## config.mk

```make
export PLATFORM = sky130hd
export DESIGN_NAME = instr_loader
export DESIGN_NICKNAME = d
export VERILOG_FILES = /design/src/rtl/mips_pkg.sv /design/src/rtl/instr_loader.sv
export SDC_FILE = /design/constraint.sdc
export NUM_CORES = 1
export LEC_CHECK = 0
export ABC_AREA = 1
export BUFFER_PORTS_ARGS = -buffer_cell sky130_fd_sc_hd__buf_2
export CELL_PAD_IN_SITES_DETAIL_PLACEMENT = 0
export CELL_PAD_IN_SITES_GLOBAL_PLACEMENT = 1
export CORE_ASPECT_RATIO = 0.6
export CORE_MARGIN = 4
export CORE_UTILIZATION = 28
export CTS_CLUSTER_DIAMETER = 60
export DETAILED_ROUTE_END_ITERATION = 16
export PLACE_DENSITY = 0.85
export SLEW_MARGIN = 20
export SYNTH_ARGS = -nofsm -noshare
export SYNTH_HDL_FRONTEND = slang
export SYNTH_SLANG_ARGS = --single-unit
export TNS_END_PERCENT = 50
```

## constraint.sdc

```tcl
create_clock -name clk -period 2.4 [get_ports clk]
set_clock_uncertainty 0.05 [all_clocks]
set_input_delay 0.12 -clock clk [delete_from_list [all_inputs] [get_ports clk]]
set_output_delay 0.12 -clock clk [all_outputs]
set_load 0.05 [all_outputs]
```

## src/rtl/mips_pkg.sv

```systemverilog
// mips_pkg
// Shared definitions for the instruction loader and the processor around it.
//   state_t        : 2-bit loader FSM encoding
//   MAX_WORDS_DEF  : default maximum program length in words
//   CNT_W_DEF      : default width of length/count fields
package mips_pkg;

    typedef enum logic [1:0] {
        ST_IDLE    = 2'd0,
        ST_LOAD    = 2'd1,
        ST_RELEASE = 2'd2,
        ST_RUN     = 2'd3
    } state_t;

    localparam int MAX_WORDS_DEF = 256;
    localparam int CNT_W_DEF     = 8;

endpackage

```

## src/rtl/instr_loader.sv

```systemverilog
// instr_loader
// Boot-time loader: copies a program from a valid/ready word source into
// instruction memory, then releases the PC and lets the processor run.
//
// Ports
//   clk, reset_n        : clock (rising edge), async active-low reset
//   start, progLength   : load request and program length (words)
//   wordIn, wordValid   : source word stream
//   wordReady           : loader accepts wordIn this cycle
//   instrAddr/instrIn   : instruction-memory byte address / write data
//   instrWrite/instrRead: instruction-memory write / read enables
//   pcReset, pcWrite    : PC register reset / update enable
//   initializing        : steers loader address into the imem address mux
//   done                : processor released and running
//   loadCount           : words written so far
//   lenErr              : sticky, last start rejected for excessive length
//
// State table
//   state   | meaning
//   IDLE    | waiting for start; PC held in reset
//   LOAD    | accepting words, one imem write per handshake
//   RELEASE | one cycle: imem switched to fetch, PC still in reset
//   RUN     | processor running; terminal until reset
module instr_loader
    import mips_pkg::*;
#(
    parameter int MAX_WORDS = MAX_WORDS_DEF,
    parameter int CNT_W     = CNT_W_DEF
) (
    input  logic             clk,
    input  logic             reset_n,
    input  logic             start,
    input  logic [CNT_W-1:0] progLength,
    input  logic [31:0]      wordIn,
    input  logic             wordValid,
    output logic             wordReady,
    output logic [31:0]      instrAddr,
    output logic [31:0]      instrIn,
    output logic             instrWrite,
    output logic             instrRead,
    output logic             pcReset,
    output logic             pcWrite,
    output logic             initializing,
    output logic             done,
    output logic [CNT_W-1:0] loadCount,
    output logic             lenErr
);

    // One extra bit so the length check also works when MAX_WORDS == 2**CNT_W.
    localparam logic [32:0] MAX_LEN = 33'(MAX_WORDS);

    state_t           r_state;
    logic [CNT_W-1:0] r_len;
    logic [CNT_W-1:0] r_count;
    logic             r_len_err;

    logic w_in_load;
    logic w_handshake;
    logic w_last;
    logic w_len_zero;
    logic w_len_over;

    assign w_in_load   = (r_state == ST_LOAD);
    assign w_handshake = wordValid & w_in_load;
    // r_len is at least 1 whenever LOAD is entered, so no underflow here.
    assign w_last      = (r_count == (r_len - CNT_W'(1)));
    assign w_len_zero  = (progLength == '0);
    assign w_len_over  = (33'(progLength) > MAX_LEN);

    always_ff @(posedge clk or negedge reset_n) begin
        if (!reset_n) begin
            r_state   <= ST_IDLE;
            r_len     <= '0;
            r_count   <= '0;
            r_len_err <= 1'b0;
        end else begin
            case (r_state)
                ST_IDLE: begin
                    if (start) begin
                        if (w_len_over) begin
                            r_len_err <= 1'b1;
                        end else begin
                            r_len_err <= 1'b0;
                            r_len     <= progLength;
                            r_count   <= '0;
                            r_state   <= w_len_zero ? ST_RELEASE : ST_LOAD;
                        end
                    end
                end
                ST_LOAD: begin
                    // Count advances on the same edge that memory captures the word.
                    if (w_handshake) begin
                        r_count <= r_count + CNT_W'(1);
                        if (w_last) begin
                            r_state <= ST_RELEASE;
                        end
                    end
                end
                ST_RELEASE: begin
                    r_state <= ST_RUN;
                end
                ST_RUN: begin
                    r_state <= ST_RUN;
                end
                default: begin
                    r_state <= ST_IDLE;
                end
            endcase
        end
    end

    // Moore decode from the state register; only the write strobe looks at wordValid.
    assign wordReady    = w_in_load;
    assign instrWrite   = w_handshake;
    assign instrIn      = wordIn;
    assign instrAddr    = w_in_load ? 32'({r_count, 2'b00}) : 32'd0;
    assign initializing = (r_state == ST_IDLE) || (r_state == ST_LOAD);
    assign pcReset      = (r_state != ST_RUN);
    assign instrRead    = (r_state == ST_RELEASE) || (r_state == ST_RUN);
    assign pcWrite      = (r_state == ST_RUN);
    assign done         = (r_state == ST_RUN);
    assign loadCount    = r_count;
    assign lenErr       = r_len_err;

endmodule

```

==> impl.org <==
** Worst setup path
- The critical path in this run is classified as reg -> reg.
- The number of buffers and inverters on the critical path is 0.
- In this run the number of cells on the critical path is 8.
- Data arrival time of the worst path :: 1810 ps
- Cell family with most CP delay :: simple AND/OR/NAND/NOR gates
- Kind of capture point of the worst setup path :: flop
- Along the worst path, the maximum fanout reaches 20.
- The critical path goes through nor2_1 -> nand2_2 -> nand2_4 -> nand2_2 -> nor2_4 -> nand2_2 -> o21ai_1 -> a21oi_1.
- STA classifies the critical path startpoint as a flop.
- In this design, the stage delay of the slowest critical-path cell is 460 ps.
- Crit path top cell by count :: sky130_fd_sc_hd__nand2_2
- Among all stages on the critical path, the largest delay is contributed by sky130_fd_sc_hd__dfrtp_1.
- Required time reported for the critical path endpoint :: 2490 ps
- The number of cells on the worst reg-to-reg path is 8.

** Place
- Count of buffers inserted at the top-level ports :: 34
- Cell area after placement :: 1570 µm²
- RD Place Congestion :: 0.815
- Final HPWL from detailed placement :: 2920 µm
- Instance count after placement with tap cells included :: 313

** Die
- Overall die area :: 7300 µm²
- Vertical die dimension :: 67.8 µm
- After floorplanning, the core was divided into 21 placement rows.
- Ports :: 124
- For this configuration, the core starts out at a cell density of 29.4%.
- Core Box Area :: 5680 µm²
- The die is 108 µm wide.

** Global routing
- In the global route stage, overall resource usage came out at 10.3%.
- Entering global routing, the biggest net connects 21 pins.
- For met3 alone, demand over resource in global routing was 4.78%.
- GRT met2 Usage :: 13.7%
- Residual overflow from global routing :: 0
- Via count of the first global-routing pass :: 1155
- Global-route wire length before repair :: 5800 µm
- The global routing stage identified its most utilized layer as met1.
- Antenna violations before repair :: 0
- Met1 demand-to-capacity share in global routing :: 14.8%

** Synth
- The cell count after synthesis came out at 236.
- The Yosys step of the flow raised 0 warnings.
- Post-synthesis cell area :: 1670 µm²
- Number of flip-flops and latches in the synthesized netlist :: 18
- Fraction of the yosys area taken by sequential cells :: 27.0%
- Netlist cell types :: 22
- Each instance of the synthesized netlist takes up on average 7.07 µm².

** Final layout
- The sequential cells in the finished layout cover a total of 450 µm².
- Once layout is done, the placed cells without fillers occupy 1640 µm².
- Footprint of the multi-input gates :: 737 µm²
- Post-layout nets :: 285
- P&R area growth vs syn :: -1.95%
- The repair_antennas step left the layout with diodes totalling 0.
- The post-route netlist has 20.6% of its cells at a drive strength greater than 1.
- The library cell used most frequently in the layout, excluding fill and tap cells, is sky130_fd_sc_hd__nand2_1.
- For this run, the number of standard cells in the final layout without fillers is 318.
- In the layout the commonest cells are sky130_fd_sc_hd__nand2_1, sky130_fd_sc_hd__buf_2, sky130_fd_sc_hd__inv_1, sky130_fd_sc_hd__conb_1, sky130_fd_sc_hd__nor2_1.
- Final-layout fill cell count :: 656

** Drt
- Via count :: 1261
- Drt total wl :: 3620 µm
- In this run, the number of DRC markers left after iteration 0 of detailed routing was 49.
- DRC errors left :: 0
- After detailed routing, the number of vias per cell comes to 3.97.
- Before antenna repair, the detailed router went through 4 iterations.
- Once detail routing completed, the nets flagged for antenna violations numbered 0.
- Average wire per cell in the routed design :: 11.4 µm

** CTS
- Number of buffers created by CTS :: 3
- Sinks on the clock net :: 18
- Clock insertion delay at the later pin of the skew report :: 260 ps
- In this run the number of H-tree levels came out at 1.
- Clock-pin slew was measured on the worst setup and hold paths at 70 ps.
- Number of buffers added for setup after CTS :: 0
- Number of gates resized after CTS :: 0
- Buffer cell driving the clock tree root :: sky130_fd_sc_hd__clkbuf_8
- Maximum buffer depth of the clock tree :: 2
- TritonCTS built the clock tree.

** Timing
- In the finished design, the share of the clock period the worst path needs comes to 71.5%.
- Setup violations remaining at the end of the flow were counted as 0.
- Total negative setup slack :: 0 ps
- Final hold analysis gives a worst-case slack of 85.0 ps.
- Crit path time final :: 1720 ps
- For this run, the top clock speed supported by timing is 583 MHz.
- Pins Over Slew Limit :: 0
- Final hold violations :: 0
- Unrepaired setup endpoints after global routing :: false

** Worst hold path
- Hold Path Cell Cnt :: 3
- In this run the worst hold path is classified as in -> reg.

** Pwr
- Power density over the cells :: 410 nW/µm²
- Total leakage power :: 0.000922 µW
- Maximum VDD drop :: 0.000152 V

** Flow run
- Max-Cap Viols :: 0

** Status
- Outcome :: completed
## registers in the layout, summed over array words and instances (netlist names)
name	flops
r_len	8
loadCount	8
r_state	2
## per-layer routing
metal | routed length (µm) | vias to the layer above
met1 | 1850 | 569
met2 | 1480 | 43
met4 | 9 | 0
met3 | 279 | 2
li1 | - | 647
met5 | 0 | -
## cells in the mapped netlist
library cell	number	area [µm²]
sky130_fd_sc_hd__dfrtp_1	18	450
sky130_fd_sc_hd__nand3b_1	1	7.51
sky130_fd_sc_hd__nor2_1	22	82.6
sky130_fd_sc_hd__buf_6	1	11.3
sky130_fd_sc_hd__nand2_4	2	22.5
sky130_fd_sc_hd__xor2_1	4	35.0
sky130_fd_sc_hd__a21oi_1	6	30.0
sky130_fd_sc_hd__ha_1	2	25.0
sky130_fd_sc_hd__o21ai_1	3	15.0
sky130_fd_sc_hd__nand2_2	5	31.3
sky130_fd_sc_hd__nand2_1	45	169
sky130_fd_sc_hd__nor2_4	3	33.8
sky130_fd_sc_hd__buf_4	59	443
sky130_fd_sc_hd__nor3_4	1	16.3
sky130_fd_sc_hd__nor3_1	4	20.0
sky130_fd_sc_hd__nand3_1	9	45.0
sky130_fd_sc_hd__o21ai_0	13	65.1
sky130_fd_sc_hd__clkbuf_1	1	3.75
sky130_fd_sc_hd__xnor2_1	3	26.3
sky130_fd_sc_hd__conb_1	1	3.75
sky130_fd_sc_hd__nand4_1	3	18.8
sky130_fd_sc_hd__inv_1	30	113
## final cells by class
cell class | count | share of cell area (%)
inverter | 30 | 6.89
multi-input combinational | 151 | 45.1
sequential | 18 | 27.5
timing repair buffer | 35 | 11.0
clock buffer | 4 | 3.37
tap | 80 | 6.12
## worst register-to-register path, stage by stage, from the launching register on
cell and delay, ps:
sky130_fd_sc_hd__dfrtp_1 460, sky130_fd_sc_hd__nor2_1 200, sky130_fd_sc_hd__nand2_2 260, sky130_fd_sc_hd__nand2_4 220, sky130_fd_sc_hd__nand2_2 80, sky130_fd_sc_hd__nor2_4 100
sky130_fd_sc_hd__nand2_2 60, sky130_fd_sc_hd__o21ai_1 120, sky130_fd_sc_hd__a21oi_1 50
## repair_timing
item	in CTS	in global routing
endpoints found under the hold margin	18	0
setup endpoints to repair	0	0
hold buffers	1	0
## worst paths after layout
check | startpoint | end | slack, ps
worst max-delay path | r_state[1] | loadCount[4] | 680
worst min-delay path | progLength[6] | r_len[6] | 80
worst max register to register | r_state[1] | loadCount[4] | 680
worst min register to register | r_len[0] | r_len[0] | 470
max in group asynchronous | reset_n | r_len[7] | 1690
min in group asynchronous | reset_n | loadCount[6] | 300
## power by group
group | internal (µW) | switching, µW | total, µW
clock network | 146 | 112 | 258
logic | 9.48 | 101 | 110
registers | 303 | 0 | 303
total | 459 | 212 | 671
## logic make-up (layout without fill, tap and decap cells)
family / after synthesis / after routing / synth area share, %
simple gates: 95 / 95 / 26.8
buf+inv: 91 / 69 / 34.2
compound gates: 22 / 22 / 6.60
flops: 18 / 18 / 27.0
xor+xnor: 7 / 7 / 3.68
fa+ha+maj: 2 / 2 / 1.50
other cells: 1 / 25 / 0.225
## metrics by stage
| stage | setup WS [ps] | total power (µW) | utilization [%] |
|---|---|---|---|
| 6_report | 685 | 671 | 28.8 |
| 3_3_place_gp | 686 | 417 | 27.7 |
| 3_5_place_dp | 703 | 418 | 27.7 |
| 4_1_cts | 676 | 676 | 28.8 |
| 5_1_grt | 507 | 701 | 28.8 |
| 2_1_floorplan | 536 | 575 | - |
Note: power is estimated with default switching activity, not from simulation.
